$ cat src/rtl/sort_pkg.sv
// Shared types and limits for the sort datapath RAM access blocks.
package sort_pkg;

  localparam int RD_LATENCY_MAX = 15;

  typedef enum logic [2:0] {
    IDLE = 3'd0,
    REQ  = 3'd1,
    WAIT = 3'd2,
    CAPT = 3'd3,
    DONE = 3'd4
  } rd_state_e;

endpackage

$ cat src/rtl/ram_read_data.sv
// Read sequencer for the data RAM: issues one strobe, waits the fixed read
// latency and flags the cycle in which the RAM word must be captured.
module ram_read_data
  import sort_pkg::*;
#(
  parameter int RD_LATENCY = 1
) (
  input  logic clk,
  input  logic rst,
  input  logic start,
  output logic rd_strobe,
  output logic busy,
  output logic capt,
  output logic done
);

  localparam int CNT_W = $clog2(RD_LATENCY + 1);

  if (RD_LATENCY < 1 || RD_LATENCY > RD_LATENCY_MAX) begin : g_latency_check
    $error("ram_read_data: RD_LATENCY must be within 1..RD_LATENCY_MAX");
  end

  rd_state_e        state;
  logic [CNT_W-1:0] cnt;

  // Sequencer FSM; all outputs are decoded one cycle early so they are registered.
  always_ff @(posedge clk) begin
    if (rst) begin
      state     <= IDLE;
      cnt       <= '0;
      rd_strobe <= 1'b0;
      busy      <= 1'b0;
      capt      <= 1'b0;
      done      <= 1'b0;
    end else begin
      rd_strobe <= 1'b0;
      capt      <= 1'b0;
      done      <= 1'b0;
      case (state)
        IDLE: begin
          if (start) begin
            state     <= REQ;
            rd_strobe <= 1'b1;
            busy      <= 1'b1;
          end
        end
        REQ: begin
          if (RD_LATENCY == 1) begin
            state <= CAPT;
            capt  <= 1'b1;
          end else begin
            cnt   <= CNT_W'(RD_LATENCY - 1);
            state <= WAIT;
          end
        end
        WAIT: begin
          // Counter saturates at zero so a corrupted value cannot wrap around.
          if (cnt != '0) begin
            cnt <= cnt - CNT_W'(1);
          end
          if (cnt <= CNT_W'(1)) begin
            state <= CAPT;
            capt  <= 1'b1;
          end
        end
        CAPT: begin
          state <= DONE;
          done  <= 1'b1;
        end
        DONE: begin
          state <= IDLE;
          busy  <= 1'b0;
        end
        default: begin
          state <= IDLE;
          cnt   <= '0;
          busy  <= 1'b0;
        end
      endcase
    end
  end

endmodule

$ cat src/rtl/block_read_data.sv
// Read side of the sort datapath: edge-triggered RAM read whose result lands
// in either the key or the temp-min register.
module block_read_data
  import sort_pkg::*;
#(
  parameter int SIZE_DATA  = 8,
  parameter int RD_LATENCY = 1
) (
  input  logic                 i_clk,
  input  logic                 i_rst,
  input  logic                 i_rd_en,
  input  logic                 i_sel_rd,
  input  logic [SIZE_DATA-1:0] i_data_ram,
  output logic                 o_rd_en,
  output logic [SIZE_DATA-1:0] o_data_key,
  output logic [SIZE_DATA-1:0] o_temp_min,
  output logic                 o_busy,
  output logic                 o_done
);

  logic r_rd_en_d;
  logic r_sel;
  logic start;
  logic capt;

  // The sequencer reports busy in every state except IDLE.
  assign start = i_rd_en & ~r_rd_en_d & ~o_busy;

  // Edge detect, destination latch and capture demux.
  always_ff @(posedge i_clk) begin
    if (i_rst) begin
      r_rd_en_d  <= 1'b0;
      r_sel      <= 1'b0;
      o_data_key <= '0;
      o_temp_min <= '0;
    end else begin
      r_rd_en_d <= i_rd_en;
      if (start) begin
        r_sel <= i_sel_rd;
      end
      if (capt) begin
        if (r_sel) begin
          o_temp_min <= i_data_ram;
        end else begin
          o_data_key <= i_data_ram;
        end
      end
    end
  end

  ram_read_data #(
    .RD_LATENCY(RD_LATENCY)
  ) u_ram_read_data (
    .clk      (i_clk),
    .rst      (i_rst),
    .start    (start),
    .rd_strobe(o_rd_en),
    .busy     (o_busy),
    .capt     (capt),
    .done     (o_done)
  );

endmodule

$ cat config.mk
export PLATFORM = sky130hd
export DESIGN_NAME = block_read_data
export DESIGN_NICKNAME = d
export VERILOG_FILES = /design/src/rtl/sort_pkg.sv /design/src/rtl/ram_read_data.sv /design/src/rtl/block_read_data.sv
export SDC_FILE = /design/constraint.sdc
export NUM_CORES = 1
export LEC_CHECK = 0
export BUFFER_PORTS_ARGS = -buffer_cell sky130_fd_sc_hd__buf_4
export CAP_MARGIN = 20
export CORE_MARGIN = 5
export CORE_UTILIZATION = 50
export CTS_CLUSTER_SIZE = 8
export DETAILED_ROUTE_END_ITERATION = 16
export GPL_TIMING_DRIVEN = 0
export PLACE_DENSITY = 0.8
export SYNTH_ARGS = -nofsm -noshare
export SYNTH_HDL_FRONTEND = slang
export SYNTH_SLANG_ARGS = --single-unit
$ cat constraint.sdc
create_clock -name i_clk -period 2.2 [get_ports i_clk]
set_input_delay 0.55 -clock i_clk [delete_from_list [all_inputs] [get_ports i_clk]]
set_output_delay 0.55 -clock i_clk [all_outputs]
set_load 0.05 [all_outputs]
==> flow_metrics.py, run 1 <==
metrics = {
    "outcome": {
        "status": "finished, final reports clean",
    },
    "layout": {
        "post-route-cell-area_sq_mm": 0.001140,
        "seqCellArea_sq_um": 500.5,
        "multi_input_area_sq_um": 339.1,
        "drive_above_1_share_pct": 28.57,
        "post-route-util_pct": 67.48,
        "fin_cells": 150,
        "areaGrowthSynthToFinish_pct": 31.65,
        "final_net_count": 146,
        "num_antenna_cells": 0,
        "fillers": 157,
    },
    "synthesis": {
        "yosysSeqAreaShare_pct": 57.80,
        "syn_avg_cell_area_sq_um": 8.746,
        "synthAdderAreaFrac_pct": 0,
        "synthMuxAreaShare_pct": 1.156,
        "synth_fp_nets": 111,
        "yosys_warnings": 0,
        "synth_seq_cells": 25,
        "synth_top_cells_by_area": "dfxtp_1 58%, nand2_1 11%, a21oi_1 9.2%",
        "yosys.area.top_type": "dfxtp_1",
        "synthCells": 99,
        "synth_top_area_share_pct": 57.80,
        "ys_types": 18,
        "synth_top_family_by_area": "simple AND/OR/NAND/NOR gates",
        "syn_area_sq_um": 865.8,
        "yosys.area_share.xor_xnor_pct": 1.012,
        "synth_compound_area_share_pct": 10.98,
        "yosys.area_share.simple_pct": 26.01,
    },
    "setup_path": {
        "cp_cell_sequence": "buf_4",
        "cp_slowest_stage_delay_ns": 0.36,
        "critPathKind": "reg -> out",
        "cpLargestDelayFamily": "flip-flops",
        "startpoint_type": "flop",
        "worstPathArrival_ns": 0.88,
        "setup.worst_path.end_class": "primary output",
        "rr_startpoint": "u_ram_read_data.busy",
        "critPathSlowestCell": "dfxtp_1",
        "crit_path_max_fanout": 2,
        "path_buf_inv": 1,
        "ff2ff_path_depth": 3,
        "rr_endpoint": "u_ram_read_data.state[0]",
        "critPathRequiredTime_ns": 1.65,
        "r2r_setup_slack_ns": 0.98,
    },
    "floorplanning": {
        "fp.dieW_um": 51.62,
        "fp.dieH_um": 51.62,
        "dieArea_sq_mm": 0.002664,
        "start_util_pct": 51.26,
        "core_region_area_sq_mm": 0.001689,
        "num_rows": 15,
        "io_pins": 31,
    },
    "sta": {
        "fin_worst_skew_ns": 0.01748,
        "slew_violations": 0,
        "setup-tns-final_ns": 0,
        "tightestPinTransition_ns": 0.4390,
        "relSlewSlack_pct": 70.74,
        "max_clock_freq_mhz": 699.0,
        "finalSetupViolations": 0,
        "layout_setup_ws_ns": 0.7694,
        "hold_viol": 0,
        "timing.hold.ws_ns": 0.4319,
        "period_needed_ns": 1.431,
        "rsz0062_at_grt": "false",
        "finalCritPeriodShare_pct": 65.03,
    },
    "clocking": {
        "cts.repair.resized": 0,
        "clk_latency_ns": 0.32,
        "cts_buffers": 3,
        "htreeDepth": 1,
        "cts_buffer_depth": 2,
        "postCtsHoldBufs": 0,
        "postCtsSetupBuffers": 0,
        "root_buffer": "clkbuf_4",
        "path_clk_slew_ns": 0.14,
        "clock_sinks": 25,
        "tritoncts": "done",
    },
    "power_and_ir_drop": {
        "p_per_area_mw_per_mm2": 905.8,
        "power_mw": 1.032,
        "power_leakage_nw": 0.4748,
        "peakVddDrop_mv": 0.6131,
    },
    "grt": {
        "grt_pass1_wl_um": 3298,
        "grt_pass1_vias": 793,
        "grt_antenna_before_repair": 0,
        "grt_start_max_net_pins": 15,
        "grt_usage_pct": 16.49,
        "grt_overflow": 0,
    },
    "min_path": {
        "hp-start": "i_rst",
        "hold_class": "in -> reg",
        "min_to": "u_ram_read_data.state[0]",
        "holdPathStages": 2,
    },
    "routing": {
        "drt.antenna.violating_nets": 0,
        "num_vias": 776,
        "dr.first_iter.drc_count": 12,
        "via_per_inst": 5.173,
        "totalWireLength_um": 1886,
        "drc_errors": 0,
        "wl_per_cell_um": 12.57,
        "first_pass_iters": 4,
    },
    "placed_design": {
        "place_inst": 146,
        "placed_area_sq_mm": 0.001112,
        "pre_cts_ws_ns": 0.6748,
        "gp_congestion": 0.7327,
        "hpwl_um": 1442,
        "port_buffers": 30,
    },
    "run": {
        "drv_cap": 0,
    },
}
[power breakdown]
| group | leakage [nW] | switching, mW | total [mW] | internal, mW |
|---|---|---|---|---|
| logic | 0.253 | 0.197 | 0.299 | 0.102 |
| registers | 0.204 | 0.0360 | 0.536 | 0.500 |
| clock network | 0.0177 | 0.130 | 0.198 | 0.0679 |
| total | 0.475 | 0.363 | 1.03 | 0.669 |
[sequential cells by signal, indices dropped and copies added, names as in the netlist]
name and cells:
r_rd_en_d 1, u_ram_read_data.state 3, o_data_key 8, u_ram_read_data.busy 1, u_ram_read_data.rd_strobe 1, o_temp_min 8
u_ram_read_data.capt 1, r_sel 1, u_ram_read_data.done 1
[cells in the final DEF, fill, tap and decap left out, drive strengths merged]
| cell | count |
|---|---|
| buf | 34 |
| nand2 | 26 |
| dfxtp | 25 |
| a21oi | 16 |
| nand3 | 8 |
| nor3 | 5 |
| clkbuf | 5 |
| nor2 | 3 |
| nor2b | 2 |
| nand2b | 1 |
| or3b | 1 |
| mux2i | 1 |
| xnor2 | 1 |
| nor4b | 1 |
| or4 | 1 |
| nor3b | 1 |
| a2111oi | 1 |
| clkinv | 1 |
[cell families after synthesis]
group | Yosys count
xor+xnor | 1
mux | 1
buf+inv | 6
simple gates | 49
flops | 25
compound gates | 17
[Yosys cell counts]
library cell / number
or4_1: 1
nor2b_1: 2
or3b_1: 1
nor4b_1: 1
nor3b_1: 1
nand2b_1: 1
buf_2: 3
dfxtp_1: 25
a2111oi_2: 1
xnor2_1: 1
nand3_1: 8
nor3_1: 5
buf_1: 1
nand2_1: 26
clkbuf_1: 2
a21oi_1: 16
mux2i_1: 1
nor2_1: 3
[per-layer routing]
metal  vias to the layer above  wire [um]  GRT usage (%)
li1                        401          -              -
met1                       351        763          16.34
met2                        20        999          33.05
met3                         4         90          2.865
met4                         0         32          6.550
met5                         -          0              0
[cell type report]
cell class | instances | area share, %
clock inverters | 1 | 0.4391
well taps | 17 | 1.866
clock buffers | 3 | 1.976
repair buffers | 30 | 19.76
flip-flops and latches | 25 | 43.91
multi-input cells | 68 | 29.75
plain buffers | 6 | 2.305
[worst max path at each step]
stage / from / cells past startpoint / endpoint / slack, ns
finish: o_temp_min[3] / 1 / o_temp_min[3] / 0.77
global route: o_data_key[5] / 1 / o_data_key[5] / 0.71
CTS: o_temp_min[3] / 1 / o_temp_min[3] / 0.75
detailed placement: i_rd_en / 4 / u_ram_read_data.state[0] / 0.67
global placement: i_rd_en / 4 / u_ram_read_data.state[0] / 0.71
floorplan: u_ram_read_data.busy / 3 / u_ram_read_data.state[0] / 0.83
(Power assumes the default switching activity.)
==> run 2, diff against run 1 <==
- CORE_UTILIZATION: 50 -> 46
- PLACE_DENSITY: 0.8 -> 0.75
- clock period: 2.2 -> 1.35 ns (I/O delays scaled with it)
==> run 2 against run 1 <==
  * Flip-flop and latch count stayed put
  * Sequential share of layout area decreased by 0.27 points
  * Register-to-register slack worse by 0.88 ns
  * Critical endpoint is now u_ram_read_data.state[0]
  * Via count increased by 3.5%
  * Total power rose by 63%
  * Hold slack lost 0.20 ns
==> flow_metrics.py, run 2 (same netlist as run 1, synthesis figures left out) <==
metrics = {
    "clocking": {
        "tritoncts": "done",
        "postCtsHoldBufs": 0,
        "root_buffer": "clkbuf_4",
        "cts_buffers": 3,
        "htreeDepth": 1,
        "cts_buffer_depth": 2,
        "path_clk_slew_ns": 0.12,
        "clk_latency_ns": 0.31,
        "cts.repair.resized": 0,
        "postCtsSetupBuffers": 0,
        "clock_sinks": 25,
    },
    "power_and_ir_drop": {
        "power_leakage_nw": 0.4724,
        "peakVddDrop_mv": 0.9952,
        "p_per_area_mw_per_mm2": 1465,
        "power_mw": 1.684,
    },
    "routing": {
        "drc_errors": 0,
        "num_vias": 803,
        "wl_per_cell_um": 11.87,
        "drt.antenna.violating_nets": 0,
        "via_per_inst": 5.082,
        "dr.first_iter.drc_count": 7,
        "totalWireLength_um": 1876,
        "first_pass_iters": 4,
    },
    "sta": {
        "rsz0062_at_grt": "false",
        "tightestPinTransition_ns": 0.4561,
        "fin_worst_skew_ns": 0.002298,
        "max_clock_freq_mhz": 797.7,
        "slew_violations": 0,
        "relSlewSlack_pct": 69.59,
        "finalCritPeriodShare_pct": 92.86,
        "finalSetupViolations": 0,
        "period_needed_ns": 1.254,
        "hold_viol": 0,
        "setup-tns-final_ns": 0,
    },
    "placed_design": {
        "port_buffers": 30,
        "gp_congestion": 0.7235,
        "hpwl_um": 1431,
    },
    "min_path": {
        "hp-start": "i_rst",
        "hold_class": "in -> reg",
        "holdPathStages": 2,
        "min_to": "r_rd_en_d",
    },
    "floorplanning": {
        "core_region_area_sq_mm": 0.001764,
        "start_util_pct": 49.08,
        "dieArea_sq_mm": 0.002850,
        "fp.dieH_um": 53.39,
        "fp.dieW_um": 53.39,
        "io_pins": 31,
        "num_rows": 15,
    },
    "setup_path": {
        "rr_startpoint": "u_ram_read_data.busy",
        "ff2ff_path_depth": 3,
        "critPathRequiredTime_ns": 1.57,
        "crit_path_max_fanout": 3,
        "r2r_setup_slack_ns": 0.1,
        "critPathKind": "reg -> reg",
        "setup.worst_path.end_class": "flop",
        "startpoint_type": "flop",
        "worstPathArrival_ns": 1.47,
        "rr_endpoint": "u_ram_read_data.state[0]",
    },
    "grt": {
        "grt_usage_pct": 14.93,
        "grt_pass1_wl_um": 3015,
        "grt_pass1_vias": 714,
        "grt_antenna_before_repair": 0,
        "grt_overflow": 0,
        "grt_start_max_net_pins": 14,
    },
    "run": {
        "drv_cap": 0,
    },
    "layout": {
        "areaGrowthSynthToFinish_pct": 32.80,
        "drive_above_1_share_pct": 28.57,
        "reg_top3": "o_data_key (8), o_temp_min (8), u_ram_read_data.state (3)",
        "num_antenna_cells": 0,
        "final_common_cell": "buf_4",
        "fillers": 172,
        "layout_common_cells": "30 x buf_4, 26 x nand2_1, 24 x dfxtp_1, 16 x a21oi_1, 8 x nand3_1",
        "final_net_count": 146,
    },
    "outcome": {
        "status": "finished, final reports clean",
    },
}
run 2: cell types whose count changed in the layout (fill, tap and decap cells not counted), sizes merged:
cell,change
clkbuf,+1
clkinv,-1
run 2: power breakdown:
part | internal, mW | total, mW | leakage (nW) | switching, mW
logic | 0.165 | 0.487 | 0.253 | 0.321
registers | 0.815 | 0.873 | 0.204 | 0.0583
clock network | 0.116 | 0.325 | 0.0150 | 0.209
run 2: area by class of cell:
cell class	instances	area (sq um)	area share (%)
plain buffers	6	26.28	2.285
clock buffers	4	26.28	2.285
multi-input cells	68	339.1	29.49
flip-flops and latches	25	501.7	43.63
well taps	25	31.28	2.720
repair buffers	30	225.2	19.59
run 2: routing by layer:
| metal | track usage [%] | vias to the layer above | share of wire, % |
|---|---|---|---|
| li1 | - | 400 | - |
| met3 | 3.944 | 5 | 6.9 |
| met5 | 0 | - | 0 |
| met2 | 22.86 | 28 | 46 |
| met4 | 8.936 | 0 | 2.3 |
| met1 | 18.48 | 370 | 45 |
run 2: stage by stage:
step	worst slack, ns	util [%]	cell area (sq um)	cells	hold slack (ns)
3_3_place_gp	0.06648	63.69	1124	154	0.4421
3_5_place_dp	0.02262	63.69	1124	154	0.4509
5_1_grt	0.06140	65.18	1150	158	0.2168
6_report	0.09639	65.18	1150	158	0.2304
2_1_floorplan	0.08172	-	867.1	99	0.4091
4_1_cts	0.08687	65.18	1150	158	0.2201
run 2: critical path, stage by stage (launching register included):
cell and delay (ns):
dfxtp_2 0.34, or3b_1 0.43, nor3b_1 0.17, a2111oi_2 0.21
run 2: how the worst max path moves through the flow:
| stage | startpoint | end | slack (ns) | cells past startpoint |
|---|---|---|---|---|
| floorplan | u_ram_read_data.busy | u_ram_read_data.state[0] | 0.08 | 3 |
| global placement | i_rd_en | u_ram_read_data.state[0] | 0.07 | 4 |
| detailed placement | i_rd_en | u_ram_read_data.state[0] | 0.02 | 4 |
| CTS | u_ram_read_data.busy | u_ram_read_data.state[0] | 0.09 | 3 |
| global route | u_ram_read_data.busy | u_ram_read_data.state[0] | 0.06 | 3 |
| finish | u_ram_read_data.busy | u_ram_read_data.state[0] | 0.1 | 3 |
==> run 3, diff against run 2 <==
- MAX_ROUTING_LAYER: not set -> met4
==> run 3 against run 2 <==
  * Design area did not move
  * Final cell count did not move
  * Flip-flop and latch count did not move
  * Sequential power barely moved
  * Register-to-register slack barely moved
  * Clock skew barely moved
  * Via count did not move
  * Fmax did not move
  * Sequential share of layout area did not move
  * Clock-buffer cell count did not move
  * Setup slack did not move
  * Die area did not move
  * Largest cell class unchanged
  * Highest routed layer unchanged
==> flow_metrics.py, run 3 (same netlist as run 1, synthesis figures left out) <==
metrics = {
    "clocking": {
        "root_buffer": "clkbuf_4",
        "clk_latency_ns": 0.31,
        "cts.repair.resized": 0,
        "path_clk_slew_ns": 0.12,
        "postCtsSetupBuffers": 0,
        "tritoncts": "done",
        "htreeDepth": 1,
        "cts_buffer_depth": 2,
        "postCtsHoldBufs": 0,
        "cts_buffers": 3,
        "clock_sinks": 25,
    },
    "routing": {
        "drt.antenna.violating_nets": 0,
        "first_pass_iters": 4,
        "dr.first_iter.drc_count": 7,
        "wl_per_cell_um": 11.87,
        "num_vias": 803,
        "via_per_inst": 5.082,
        "totalWireLength_um": 1876,
        "drc_errors": 0,
    },
    "layout": {
        "layout_common_cells": "30 x buf_4, 26 x nand2_1, 24 x dfxtp_1, 16 x a21oi_1, 8 x nand3_1",
        "drive_above_1_share_pct": 28.57,
        "seqCellArea_sq_um": 501.7,
        "post-route-util_pct": 65.18,
        "final_net_count": 146,
        "areaGrowthSynthToFinish_pct": 32.80,
        "num_antenna_cells": 0,
        "fillers": 172,
        "reg_top3": "o_data_key (8), o_temp_min (8), u_ram_read_data.state (3)",
        "final_common_cell": "buf_4",
        "multi_input_area_sq_um": 339.1,
    },
    "grt": {
        "grt_antenna_before_repair": 0,
        "grt_pass1_vias": 714,
        "grt_usage_pct": 15.31,
        "grt_pass1_wl_um": 3015,
        "grt_start_max_net_pins": 14,
        "grt_overflow": 0,
    },
    "setup_path": {
        "r2r_setup_slack_ns": 0.1,
        "worstPathArrival_ns": 1.47,
        "setup.worst_path.end_class": "flop",
        "critPathRequiredTime_ns": 1.57,
        "critPathKind": "reg -> reg",
        "startpoint_type": "flop",
        "crit_path_max_fanout": 3,
    },
    "sta": {
        "relSlewSlack_pct": 69.59,
        "timing.hold.ws_ns": 0.2304,
        "max_clock_freq_mhz": 797.7,
        "tightestPinTransition_ns": 0.4561,
        "fin_worst_skew_ns": 0.002259,
        "rsz0062_at_grt": "false",
        "hold_viol": 0,
        "slew_violations": 0,
        "finalCritPeriodShare_pct": 92.86,
        "finalSetupViolations": 0,
        "period_needed_ns": 1.254,
        "setup-tns-final_ns": 0,
    },
    "floorplanning": {
        "core_region_area_sq_mm": 0.001764,
        "io_pins": 31,
        "fp.dieH_um": 53.39,
        "fp.dieW_um": 53.39,
        "num_rows": 15,
        "start_util_pct": 49.08,
        "dieArea_sq_mm": 0.002850,
    },
    "placed_design": {
        "gp_congestion": 0.7320,
        "hpwl_um": 1431,
        "port_buffers": 30,
    },
    "power_and_ir_drop": {
        "peakVddDrop_mv": 0.9952,
        "p_per_area_mw_per_mm2": 1465,
        "power_leakage_nw": 0.4724,
    },
    "outcome": {
        "status": "finished, final reports clean",
    },
    "min_path": {
        "hold_class": "in -> reg",
    },
    "run": {
        "drv_cap": 0,
    },
}
-- run 3: cell counts in the layout (fill, tap and decap cells not counted) --
Identical to the previous run, type by type.
-- run 3: cell type report --
class | instances | share of cell area [%]
clock buffer | 4 | 2.285
tap | 25 | 2.720
buffer | 6 | 2.285
multi-input combinational | 68 | 29.49
sequential | 25 | 43.63
timing repair buffer | 30 | 19.59
-- run 3: worst paths after layout --
kind,to,depth (start not counted),startpoint
worst min register to register,o_temp_min[0],2,o_temp_min[0]
worst max register to register,u_ram_read_data.state[0],3,u_ram_read_data.busy
worst max-delay path,u_ram_read_data.state[0],3,u_ram_read_data.busy
worst min-delay path,r_rd_en_d,2,i_rst
-- run 3: where the power goes --
| part | internal, mW | switching [mW] | total, mW |
|---|---|---|---|
| clock network | 0.116 | 0.209 | 0.325 |
| registers | 0.815 | 0.0582 | 0.873 |
| logic | 0.165 | 0.321 | 0.487 |
| total | 1.10 | 0.588 | 1.68 |
-- run 3: metrics by stage --
stage                     setup WS [ns]  std cells  cell area, sq um  total power, mW
final                           0.09639        158              1150            1.684
after global routing            0.06140        158              1150            1.766
after CTS                       0.08687        158              1150            1.695
after detailed placement        0.02262        154              1124            1.379
after global placement          0.06648        154              1124            1.369
after floorplan                 0.08172         99             867.1            1.225
-- run 3: critical path, cell delays in order, from the launching register on --
cell and delay, ns:
dfxtp_2 0.34, or3b_1 0.43, nor3b_1 0.17, a2111oi_2 0.21
-- run 3: metal layers --
metal	routed length (um)	GRT usage, %	up-vias
met5	0	-	-
met4	44	8.936	0
met3	119	3.662	5
met2	853	22.86	28
met1	858	18.65	370
li1	-	-	400
